**config.mk**
```make
export PLATFORM = sky130hd
export DESIGN_NAME = vlsu_agen
export DESIGN_NICKNAME = d
export VERILOG_FILES = /design/src/rtl/vlsu_pkg.sv /design/src/rtl/vlsu_addr_step.sv /design/src/rtl/vlsu_agen.sv
export SDC_FILE = /design/constraint.sdc
export NUM_CORES = 1
export LEC_CHECK = 0
export ABC_AREA = 1
export CAP_MARGIN = 20
export CORE_MARGIN = 5
export CORE_UTILIZATION = 45
export DETAILED_ROUTE_END_ITERATION = 7
export GPL_ROUTABILITY_DRIVEN = 1
export MAX_ROUTING_LAYER = met4
export PLACE_DENSITY = 0.79
export SLEW_MARGIN = 15
export SYNTH_ARGS = -nofsm -noshare
export SYNTH_HDL_FRONTEND = slang
export SYNTH_SLANG_ARGS = --single-unit
```
**constraint.sdc**
```tcl
create_clock -name clk -period 4.3 [get_ports clk]
set_input_delay 0.43 -clock clk [delete_from_list [all_inputs] [get_ports clk]]
set_output_delay 0.43 -clock clk [all_outputs]
set_load 0.02 [all_outputs]
```
**src/rtl/vlsu_pkg.sv**
```systemverilog
// Shared types and constants for the vector load/store address generator.
// State encoding, mode constants and element-width helpers.
package vlsu_pkg;

  typedef enum logic {
    IDLE = 1'b0,
    RUN  = 1'b1
  } state_e;

  localparam logic MODE_UNIT    = 1'b0;
  localparam logic MODE_STRIDED = 1'b1;

  typedef enum logic [1:0] {
    EW_1B = 2'd0,
    EW_2B = 2'd1,
    EW_4B = 2'd2,
    EW_8B = 2'd3
  } ew_e;

  // Element width code -> log2(bytes per element).
  function automatic logic [1:0] ew_shift(input logic [1:0] ew);
    logic [1:0] sh;
    unique case (ew)
      EW_1B:   sh = 2'd0;
      EW_2B:   sh = 2'd1;
      EW_4B:   sh = 2'd2;
      default: sh = 2'd3;
    endcase
    return sh;
  endfunction

endpackage

```
**src/rtl/vlsu_addr_step.sv**
```systemverilog
// Next element address: unit-stride shift from base, or
// running accumulate of a signed stride. Wraps modulo 2**ADDR_W.
module vlsu_addr_step
  import vlsu_pkg::*;
#(
  parameter int ADDR_W = 32,
  parameter int IDX_W  = 4
) (
  input  logic              mode,
  input  logic [1:0]        ew,
  input  logic [ADDR_W-1:0] base,
  input  logic [ADDR_W-1:0] stride,
  input  logic [ADDR_W-1:0] cur_addr,
  input  logic [IDX_W-1:0]  nxt_idx,
  output logic [ADDR_W-1:0] nxt_addr
);

  logic [ADDR_W-1:0] ofs;

  always_comb begin
    ofs = ADDR_W'(nxt_idx) << ew_shift(ew);
    if (mode == MODE_STRIDED)
      nxt_addr = cur_addr + stride;
    else
      nxt_addr = base + ofs;
  end

endmodule

```
**src/rtl/vlsu_agen.sv**
```systemverilog
// Vector load/store element sequencer: one address request per
// element over valid/ready, with index, last flag and done pulse.
module vlsu_agen
  import vlsu_pkg::*;
#(
  parameter int ADDR_W = 32,
  parameter int IDX_W  = 4
) (
  input  logic              clk,
  input  logic              rst_n,
  input  logic              vl_we,
  input  logic [IDX_W:0]    vl_in,
  input  logic              start,
  input  logic [ADDR_W-1:0] base,
  input  logic [ADDR_W-1:0] stride,
  input  logic              mode,
  input  logic [1:0]        ew,
  input  logic              abort,
  output logic              busy,
  output logic              done,
  output logic              req_valid,
  input  logic              req_ready,
  output logic [ADDR_W-1:0] req_addr,
  output logic [IDX_W-1:0]  req_idx,
  output logic              req_last
);

  localparam logic [IDX_W:0] VL_MAX = {1'b1, {IDX_W{1'b0}}};

  state_e            state_q;
  logic [IDX_W:0]    vl_q;
  logic [IDX_W:0]    snap_vl_q;
  logic [ADDR_W-1:0] base_q;
  logic [ADDR_W-1:0] stride_q;
  logic              mode_q;
  logic [1:0]        ew_q;
  logic [IDX_W-1:0]  idx_q;
  logic [ADDR_W-1:0] addr_q;
  logic              last_q;
  logic              valid_q;
  logic              done_q;

  logic [IDX_W:0]    vl_d;
  logic [IDX_W:0]    idx_nx;
  logic              last_d;
  logic [ADDR_W-1:0] addr_d;

  assign vl_d   = (vl_in > VL_MAX) ? VL_MAX : vl_in;
  assign idx_nx = {1'b0, idx_q} + (IDX_W+1)'(1);
  assign last_d = (idx_nx == snap_vl_q - (IDX_W+1)'(1));

  vlsu_addr_step #(
    .ADDR_W (ADDR_W),
    .IDX_W  (IDX_W)
  ) u_step (
    .mode     (mode_q),
    .ew       (ew_q),
    .base     (base_q),
    .stride   (stride_q),
    .cur_addr (addr_q),
    .nxt_idx  (idx_nx[IDX_W-1:0]),
    .nxt_addr (addr_d)
  );

  always_ff @(posedge clk or negedge rst_n) begin
    if (!rst_n) begin
      state_q   <= IDLE;
      vl_q      <= '0;
      snap_vl_q <= '0;
      base_q    <= '0;
      stride_q  <= '0;
      mode_q    <= MODE_UNIT;
      ew_q      <= '0;
      idx_q     <= '0;
      addr_q    <= '0;
      last_q    <= 1'b0;
      valid_q   <= 1'b0;
      done_q    <= 1'b0;
    end else begin
      done_q <= 1'b0;
      if (vl_we)
        vl_q <= vl_d;
      unique case (state_q)
        IDLE: begin
          // abort outranks start even while idle
          if (start && !abort) begin
            snap_vl_q <= vl_q;
            base_q    <= base;
            stride_q  <= stride;
            mode_q    <= mode;
            ew_q      <= ew;
            if (vl_q == '0) begin
              done_q <= 1'b1;
            end else begin
              state_q <= RUN;
              valid_q <= 1'b1;
              idx_q   <= '0;
              addr_q  <= base;
              last_q  <= (vl_q == (IDX_W+1)'(1));
            end
          end
        end
        RUN: begin
          if (abort || (req_ready && last_q)) begin
            state_q <= IDLE;
            valid_q <= 1'b0;
            idx_q   <= '0;
            addr_q  <= '0;
            last_q  <= 1'b0;
            done_q  <= !abort;
          end else if (req_ready) begin
            idx_q  <= idx_nx[IDX_W-1:0];
            addr_q <= addr_d;
            last_q <= last_d;
          end
        end
      endcase
    end
  end

  assign busy      = (state_q == RUN);
  assign done      = done_q;
  assign req_valid = valid_q;
  assign req_addr  = addr_q;
  assign req_idx   = idx_q;
  assign req_last  = last_q;

endmodule

```
==> metrics.yaml <==
status:
  outcome: "complete, no violations"
clock_network:
  tritoncts: "done"
  cts_hold_buf: 0
  cts_setup_buffers: 0
  cts_buffers: 17
  cts_buffer_depth: 2
  ctsRootBufferMaster: "sky130_fd_sc_hd__clkbuf_16"
  htree_num_levels: 4
  clkSinkCount: 117
  clk_pin_slew_ps: 60
  clk-insertion-delay-late_ps: 420
  cts.repair.resized: 0
setup_path:
  class_of_the_most_critical_setup_path: "flop to flop"
  critical-path-top-cell-by-count: "sky130_fd_sc_hd__nand2_1"
  worst-path-buf-inv: 1
  crit_path_top_delay_cell: "sky130_fd_sc_hd__dfrtp_1"
  path_cells: "ha_1, xnor2_1, nand2_1, o21ai_0, nor2_1, ha_1, nand2_1, nor2_1, nand3_1, nand2_2, nand2_1, inv_1, nand3_1, nand2_1, a21oi_1, nand2_1, a21oi_1"
  path_delay_family: "simple AND/OR/NAND/NOR gates"
  cp_slowest_stage_delay_ps: 460
  crit_fanout: 8
  critPathCaptureType: "flop"
  worst_ep_arrival_time_ps: 3240
  startpoint_type: "flop"
  worst-endpoint-required_ps: 4610
global_routing:
  globalRouteOverflowTotal: 0
  grt_first_pass_wirelength_um: 45200
  grt_usage_pct: 26.7
  antenna_found_initial: 1
  number_of_global_route_vias_before_repair: 8563
  grt_max_degree: 93
timing:
  setup_repair_after_global_routing_missed_its_margin: "false"
  setup_total_negative_slack_ps: 0
  finalHoldViolations: 0
  timing.final.crit_share_pct: 68.1
  maxSlewViolCount: 0
  final.min_clock_period_ps: 2930
  timing.max_slew.rel_slack_pct: 40.5
  timing.fmax_mhz: 341
  transition_at_the_pin_with_the_smallest_max_transition_slack_ps: 893
  setup_violations: 0
  final.setup_skew_ps: 7.63
pwr:
  power_density_mw_per_mm2: 567
  worst_ir_drop_vdd_mv: 0.290
  power.static_leakage_nw: 5.56
  fin_total_pwr_mw: 6.09
detailed_routing:
  initialDrtViolationCount: 927
  route.antenna.remaining_nets: 0
  routed-via-count: 9159
  detail_route.wirelength_um: 28400
  1st_pass_router_iterations: 5
  drc: 0
  routed_wire_length_per_instance_um: 16.0
  post_drt_via_cell_ratio: 5.17
cells_and_area:
  leading_cell_type_in_the_layout_fill_and_taps_excluded: "sky130_fd_sc_hd__nand2_1"
  mostFrequentLayoutCells: "sky130_fd_sc_hd__nand2_1 (531), sky130_fd_sc_hd__inv_1 (193), sky130_fd_sc_hd__dfrtp_1 (117)"
  net_count_reported_at_finish: 1615
  cell_area_after_layout_mm2: 0.0107
  num-fill-cells: 1934
  post_route_cells_drive_above_1_share_pct: 4.64
  layout_overhead_on_the_synthesized_area_pct: 23.2
yosys:
  synth.largest_area_cell: "sky130_fd_sc_hd__dfrtp_1"
  share_of_async_settable_or_async_resettable_flops_after_synthesis_pct: 100
  synth_warnings: 0
  synth_cell_type_count: 42
  netlist_area_mm2: 0.00872
  synth.yosys.seq_area_share_pct: 33.6
  synth_instances: 1382
  synth_top_cells_by_area: "sky130_fd_sc_hd__dfrtp_1 (34%), sky130_fd_sc_hd__nand2_1 (23%), sky130_fd_sc_hd__inv_1 (8.3%)"
  post_synth.cell_area_avg_um2: 6.31
  synth_top_area_share_pct: 33.6
  synth_nets: 1503
  number_of_synthesized_flops_with_an_enable_pin: 0
  ys.flop_type: "sky130_fd_sc_hd__dfrtp_1"
  postSynthRegisterBits: 117
floorplan:
  start_util_pct: 45.3
  die_h_um: 149
  fp.coreArea_mm2: 0.0193
  pin_count: 118
  die_width_um: 149
  die_area_mm2: 0.0223
  placement_rows: 51
placement:
  place_area_mm2: 0.0102
  finalWeightedCongestion: 0.973
  buffer_ports.inserted: 117
  hpwlAfterDp_um: 21900
min_path:
  hold_path_class: "primary input to async pin"
run:
  maxCapViolations: 0
-- registers in the layout, indices dropped and copies added (netlist names) --
register   flops
base_q        32
busy           1
done           1
ew_q           2
mode_q         1
req_addr      32
req_idx        4
req_last       1
req_valid      1
snap_vl_q      5
stride_q      32
vl_q           5
-- synthesized netlist by cell type, types with 4 or more instances --
cell,count
sky130_fd_sc_hd__nor3_1,9
sky130_fd_sc_hd__nand3_1,107
sky130_fd_sc_hd__a21oi_1,72
sky130_fd_sc_hd__xnor2_1,10
sky130_fd_sc_hd__ha_1,41
sky130_fd_sc_hd__inv_1,193
sky130_fd_sc_hd__nor2_1,116
sky130_fd_sc_hd__dfrtp_1,117
sky130_fd_sc_hd__xor2_1,9
sky130_fd_sc_hd__o21bai_1,6
sky130_fd_sc_hd__nand4_1,10
sky130_fd_sc_hd__nand2_1,531
sky130_fd_sc_hd__nand2_2,10
sky130_fd_sc_hd__nor2_2,4
sky130_fd_sc_hd__buf_2,10
sky130_fd_sc_hd__o21ai_0,74
sky130_fd_sc_hd__clkbuf_1,20
sky130_fd_sc_hd__and2_1,4
-- kinds of logic after synthesis --
family          after synthesis  share of synthesized area [%]
simple gates                805                           37.9
xor+xnor                     19                           1.91
flops                       117                           33.6
buf+inv                     231                           10.1
fa+ha+maj                    43                           6.34
mux                           1                          0.115
compound gates              166                           10.1
-- worst paths after layout --
| check | depth (start not counted) | slack (ps) | to | start |
|---|---|---|---|---|
| worst max-delay path | 17 | 1370 | req_addr[27]$_DFFE_PN0P_ | req_idx[0]$_DFFE_PN0P_ |
| worst min-delay path | 1 | 100 | stride_q[24]$_DFFE_PN0P_ | rst_n |
| worst max register to register | 17 | 1370 | req_addr[27]$_DFFE_PN0P_ | req_idx[0]$_DFFE_PN0P_ |
| worst min register to register | 2 | 490 | snap_vl_q[1]$_DFFE_PN0P_ | snap_vl_q[1]$_DFFE_PN0P_ |
| max in group asynchronous | 2 | 3280 | ew_q[1]$_DFFE_PN0P_ | rst_n |
| min in group clk | 2 | 490 | snap_vl_q[1]$_DFFE_PN0P_ | snap_vl_q[1]$_DFFE_PN0P_ |
-- power breakdown --
| part | leakage (nW) | switching [mW] | internal, mW |
|---|---|---|---|
| Sequential | 1.44 | 0.332 | 1.37 |
| Combinational | 3.85 | 1.87 | 1.09 |
| Clock | 0.276 | 0.541 | 0.883 |
| Total | 5.56 | 2.75 | 3.34 |
-- final cells by class --
class                           count  area, um^2  share of cell area, %
Clock inverter                     11         126                   1.18
Sequential cell                   117        2930                   27.2
Timing Repair Buffer              126        1240                   11.5
Inverter                          198         744                   6.93
Tap cell                          265         332                   3.09
Clock buffer                       21         460                   4.29
Antenna cell                        1        2.50                 0.0233
Multi-Input combinational cell   1034        4920                   45.7
-- per-stage QoR --
step,instances,util [%],setup slack [ps],hold WS [ps]
6_report,1773,55.8,1370,104
5_1_grt,1773,55.8,1070,176
4_1_cts,1772,55.7,1410,136
3_5_place_dp,1740,52.7,1420,474
3_3_place_gp,1740,52.7,1480,469
2_1_floorplan,1382,-,1680,134
-- routing by layer --
metal	track usage, %	share of wire [%]
met1	36.3	45
met2	40.3	45
met3	5.07	7.8
met4	9.06	2.9
met5	-	0
Power figures use the tool's default switching activity.
==> RTL change 1, RTL diff (same flow settings) <==
`ADDR_W` is set to 32 in 2 places; all go to 28.
--- a/src/rtl/vlsu_addr_step.sv
+++ b/src/rtl/vlsu_addr_step.sv
@@ -3,7 +3,7 @@
 module vlsu_addr_step
   import vlsu_pkg::*;
 #(
-  parameter int ADDR_W = 32,
+  parameter int ADDR_W = 28,
   parameter int IDX_W  = 4
 ) (
   input  logic              mode,
--- a/src/rtl/vlsu_agen.sv
+++ b/src/rtl/vlsu_agen.sv
@@ -3,7 +3,7 @@
 module vlsu_agen
   import vlsu_pkg::*;
 #(
-  parameter int ADDR_W = 32,
+  parameter int ADDR_W = 28,
   parameter int IDX_W  = 4
 ) (
   input  logic              clk,
Ports: changed (resized base, req_addr and stride); port bits go from 118 to 106. No check against the original RTL was run, so the function may have changed too.
==> RTL change 1 against the original RTL <==
Sequential share of layout area grew 1.2 points; design area shrank 14%; clock power shrank 40%; non-clock buffer count shrank 15; sequential cell count shrank 12; wire length shrank 21%; critical endpoint is now req_addr[16]; clock skew grew 8.6 ps; power shrank 13%; synthesized area shrank 12%; setup slack lost 140 ps.
==> RTL change 1: results (changes against the original RTL) <==
{| class="wikitable"
! Metric !! Value
|-
| Distinct cell type count after synthesis || 47 (was 42)
|-
| All-layer global routing usage || 0.235 (was 0.267)
|-
| Reg-to-Reg End || req_addr[16] (was req_addr[27])
|-
| Clock network latency to the later pin of the worst-skew pair || 370 ps (was 420 ps)
|-
| Final Skew || 16.3 ps (was 7.63 ps)
|-
| Inserted Clock Buffers || 9 (was 17)
|-
| Number of cells traversed by the worst register-to-register path || 15 (was 17)
|-
| Status || finished clean (unchanged)
|-
| Global-route track usage on met3 || 0.0351 (was 0.0507)
|-
| VDD IR-drop max || 0.288 mV (was 0.290 mV)
|-
| Net count of the finished layout || 1259 (was 1615)
|-
| Minimum clock period after layout || 3070 ps (was 2930 ps)
|-
| Count of port buffers added during placement || 105 (was 117)
|-
| Cell types with the highest counts after synthesis || nand2_1, inv_1, dfrtp_1, nand3_1, nor2_1 (was nand2_1, inv_1, dfrtp_1, nor2_1, nand3_1)
|-
| Worst slack at placement || 1360 ps (was 1420 ps)
|-
| Routed wirelength normalized by instance count || 16.3 um (was 16.0 um)
|-
| Leakage power total || 4.42 nW (was 5.56 nW)
|-
| Number of global-route vias before repair || 7101 (was 8563)
|-
| Syn_nets || 1163 (was 1503)
|-
| Cell area reported after detailed placement || 8910 um^2 (was 10200 um^2)
|-
| Transition at the pin with the smallest max-transition slack || 1130 ps (was 893 ps)
|-
| Worst reg-to-reg setup slack || 1230 ps (was 1370 ps)
|-
| Ratio of total power to cell area || 573 nW/um^2 (was 567 nW/um^2)
|-
| Final worst hold slack || 45.0 ps (was 104 ps)
|-
| Violation count after the first detailed-route iteration || 565 (was 927)
|-
| Final Routed Wirelength || 22400 um (was 28400 um)
|-
| Crit path max fanout || 11 (was 8)
|-
| Multiplexer share of the synthesized area || 0.0792 (was 0.00115)
|-
| Adder-Cell Fraction of Synth Area || 0.0640 (was 0.0634)
|-
| Fraction of layout cells with a size suffix above 1 || 0.111 (was 0.0464)
|-
| Placed cell count || 1359 (was 1740)
|-
| Clk slew on worst S/H paths || 90 ps (was 60 ps)
|-
| N_diodes || 0 (was 1)
|}
## RTL change 1: changes by cell type after synthesis, sizes merged, moves of 5 or more
| cell | unedited run | this run |
|---|---|---|
| xor2 | 9 | 15 |
| nand3 | 110 | 98 |
| dfrtp | 117 | 105 |
| nor2 | 121 | 107 |
| clkbuf | 20 | 11 |
| mux2 | 0 | 53 |
| inv | 195 | 140 |
| o21ai | 76 | 45 |
| a21oi | 75 | 84 |
| ha | 41 | 36 |
| nand2 | 542 | 283 |
| xnor2 | 10 | 5 |
## RTL change 1: report_power, final
group | internal, mW | leakage (nW) | total, mW | switching, mW
clock network | 0.415 | 0.142 | 0.855 | 0.440
registers | 1.24 | 1.25 | 1.54 | 0.297
logic | 1.13 | 3.02 | 2.91 | 1.78
## RTL change 1: layout make-up
cell class	count	area [um^2]
repair buffers	111	1110
clock buffers	9	225
inverters	141	529
clock inverters	7	83.8
multi-input cells	783	4400
fillers	1599	7400
well taps	220	275
flip-flops and latches	105	2630
==> RTL change 2, RTL diff (config.mk and constraints unchanged) <==
Without the edit above. Register the input `mode` before use. The logic sees it one clock later. The other inputs are not delayed to match.
--- a/src/rtl/vlsu_agen.sv
+++ b/src/rtl/vlsu_agen.sv
@@ -26,6 +26,12 @@
 );
 
   localparam logic [IDX_W:0] VL_MAX = {1'b1, {IDX_W{1'b0}}};
+
+  logic mode_r;
+
+  always_ff @(posedge clk) begin
+    mode_r <= mode;
+  end
 
   state_e            state_q;
   logic [IDX_W:0]    vl_q;
@@ -87,7 +93,7 @@
             snap_vl_q <= vl_q;
             base_q    <= base;
             stride_q  <= stride;
-            mode_q    <= mode;
+            mode_q    <= mode_r;
             ew_q      <= ew;
             if (vl_q == '0) begin
               done_q <= 1'b1;
Behaviour: not the same (Yosys sat finds a counterexample within 4 cycles, from zero or initial values and one cycle with rst_n low).
==> RTL change 2 against the original RTL <==
Non-clock buffer count stayed put; sequential cell count is 1 higher; maximum frequency is 0.87% lower; power is 0.36% lower; design area hardly changed; setup slack worse by 26 ps; clock skew hardly changed; wire length is 0.55% higher; synthesized area is 0.23% higher; highest routed layer unchanged.
==> RTL change 2: results (changes against the original RTL) <==
{| class="wikitable"
! Metric !! Value
|-
| Seq/Total Area, Yosys || 0.337 (was 0.336)
|-
| Int Pwr || 3.28 mW (was 3.34 mW)
|-
| Post-synthesis compound-gate area fraction || 0.101 (about the same)
|-
| Pre-Repair DR Iteration Count || 6 (was 5)
|-
| Detailed-route via count || 9199 (was 9159)
|-
| Multiplexer share of the synthesized area || 0.00114 (was 0.00115)
|-
| Distinct cell type count after synthesis || 43 (was 42)
|-
| Switching Fraction || 0.459 (was 0.451)
|-
| Antenna violations before repair || 0 (was 1)
|-
| Grt met2 use || 0.395 (was 0.403)
|-
| Routed wirelength normalized by instance count || 16.1 um (was 16.0 um)
|-
| Final worst hold slack || 57.2 ps (was 104 ps)
|-
| Adder-Cell Fraction of Synth Area || 0.0632 (was 0.0634)
|-
| Ranking of synthesized cells by area || dfrtp_1, nand2_1, inv_1, nand3_1, ha_1 (unchanged)
|-
| XOR/XNOR share of the synthesized area || 0.0190 (was 0.0191)
|-
| Worst slack at placement || 1420 ps (about the same)
|-
| Status || finished clean (unchanged)
|-
| Worst reg-to-reg setup slack || 1340 ps (was 1370 ps)
|-
| VDD IR-drop max || 0.325 mV (was 0.290 mV)
|-
| Final Skew || 7.85 ps (was 7.63 ps)
|-
| Reg-to-Reg End || req_addr[30] (was req_addr[27])
|-
| Global-route track usage on met3 || 0.0498 (was 0.0507)
|-
| GR Layer Usage met1 || 0.369 (was 0.363)
|-
| All-layer global routing usage || 0.266 (was 0.267)
|-
| HPWL after detailed placement || 21800 um (was 21900 um)
|-
| Transition at the pin with the smallest max-transition slack || 922 ps (was 893 ps)
|-
| Layout-stage area growth over the synthesis result || 22.9% (was 23.2%)
|}
==> RTL change 2: changes by cell type after synthesis <==
cell / unedited run / this run
dfxtp_1: 0 / 1
==> RTL change 2: worst reg2reg max path, stage by stage, from the launching register on <==
cell and delay (ps):
dfrtp_1 470, ha_1 270, xnor2_1 330, o21ai_0 160
nand2_1 70, o21ai_0 80, ha_1 360, nand2_1 110
nor2_1 160, nand2_1 90, nand3_2 110, nand2_1 100
nand2_2 100, nand2_1 60, nand2_1 60, nand3_1 80
nand2_1 90, inv_1 40, nand2_1 50, a21oi_1 60
==> RTL change 2: logic make-up after synthesis <==
family	Yosys count
DFF	118
xor gates and xnor gates	19
muxes	1
AOI/OAI and AO/OA	166
adders and majority gates	43
buffers and inverters	231
and+or+nand+nor	805
==> RTL change 2: routing by layer <==
metal	routed length, um	up-vias
met4	864	0
met2	12600	371
met5	0	-
met1	12900	4200
met3	2140	66
li1	-	4562
==> RTL change 2: area by class of cell <==
| type | count | share of cell area |
|---|---|---|
| inverter | 198 | 0.0693 |
| clock inverter | 14 | 0.0119 |
| multi-input combinational | 1034 | 0.458 |
| clock buffer | 18 | 0.0409 |
| sequential | 118 | 0.274 |
| timing repair buffer | 126 | 0.115 |
| tap | 265 | 0.0309 |
==> RTL change 2: worst max-delay path by stage <==
stage / from / to / cells past startpoint / slack (ps)
4_1_cts: req_idx[0] / req_addr[9] / 15 / 1390
3_3_place_gp: req_idx[0] / req_addr[24] / 16 / 1520
5_1_grt: req_idx[0] / req_addr[9] / 15 / 960
6_report: req_idx[0] / req_addr[30] / 19 / 1340
2_1_floorplan: req_idx[0] / req_addr[28] / 17 / 1680
3_5_place_dp: req_idx[0] / req_addr[27] / 17 / 1420
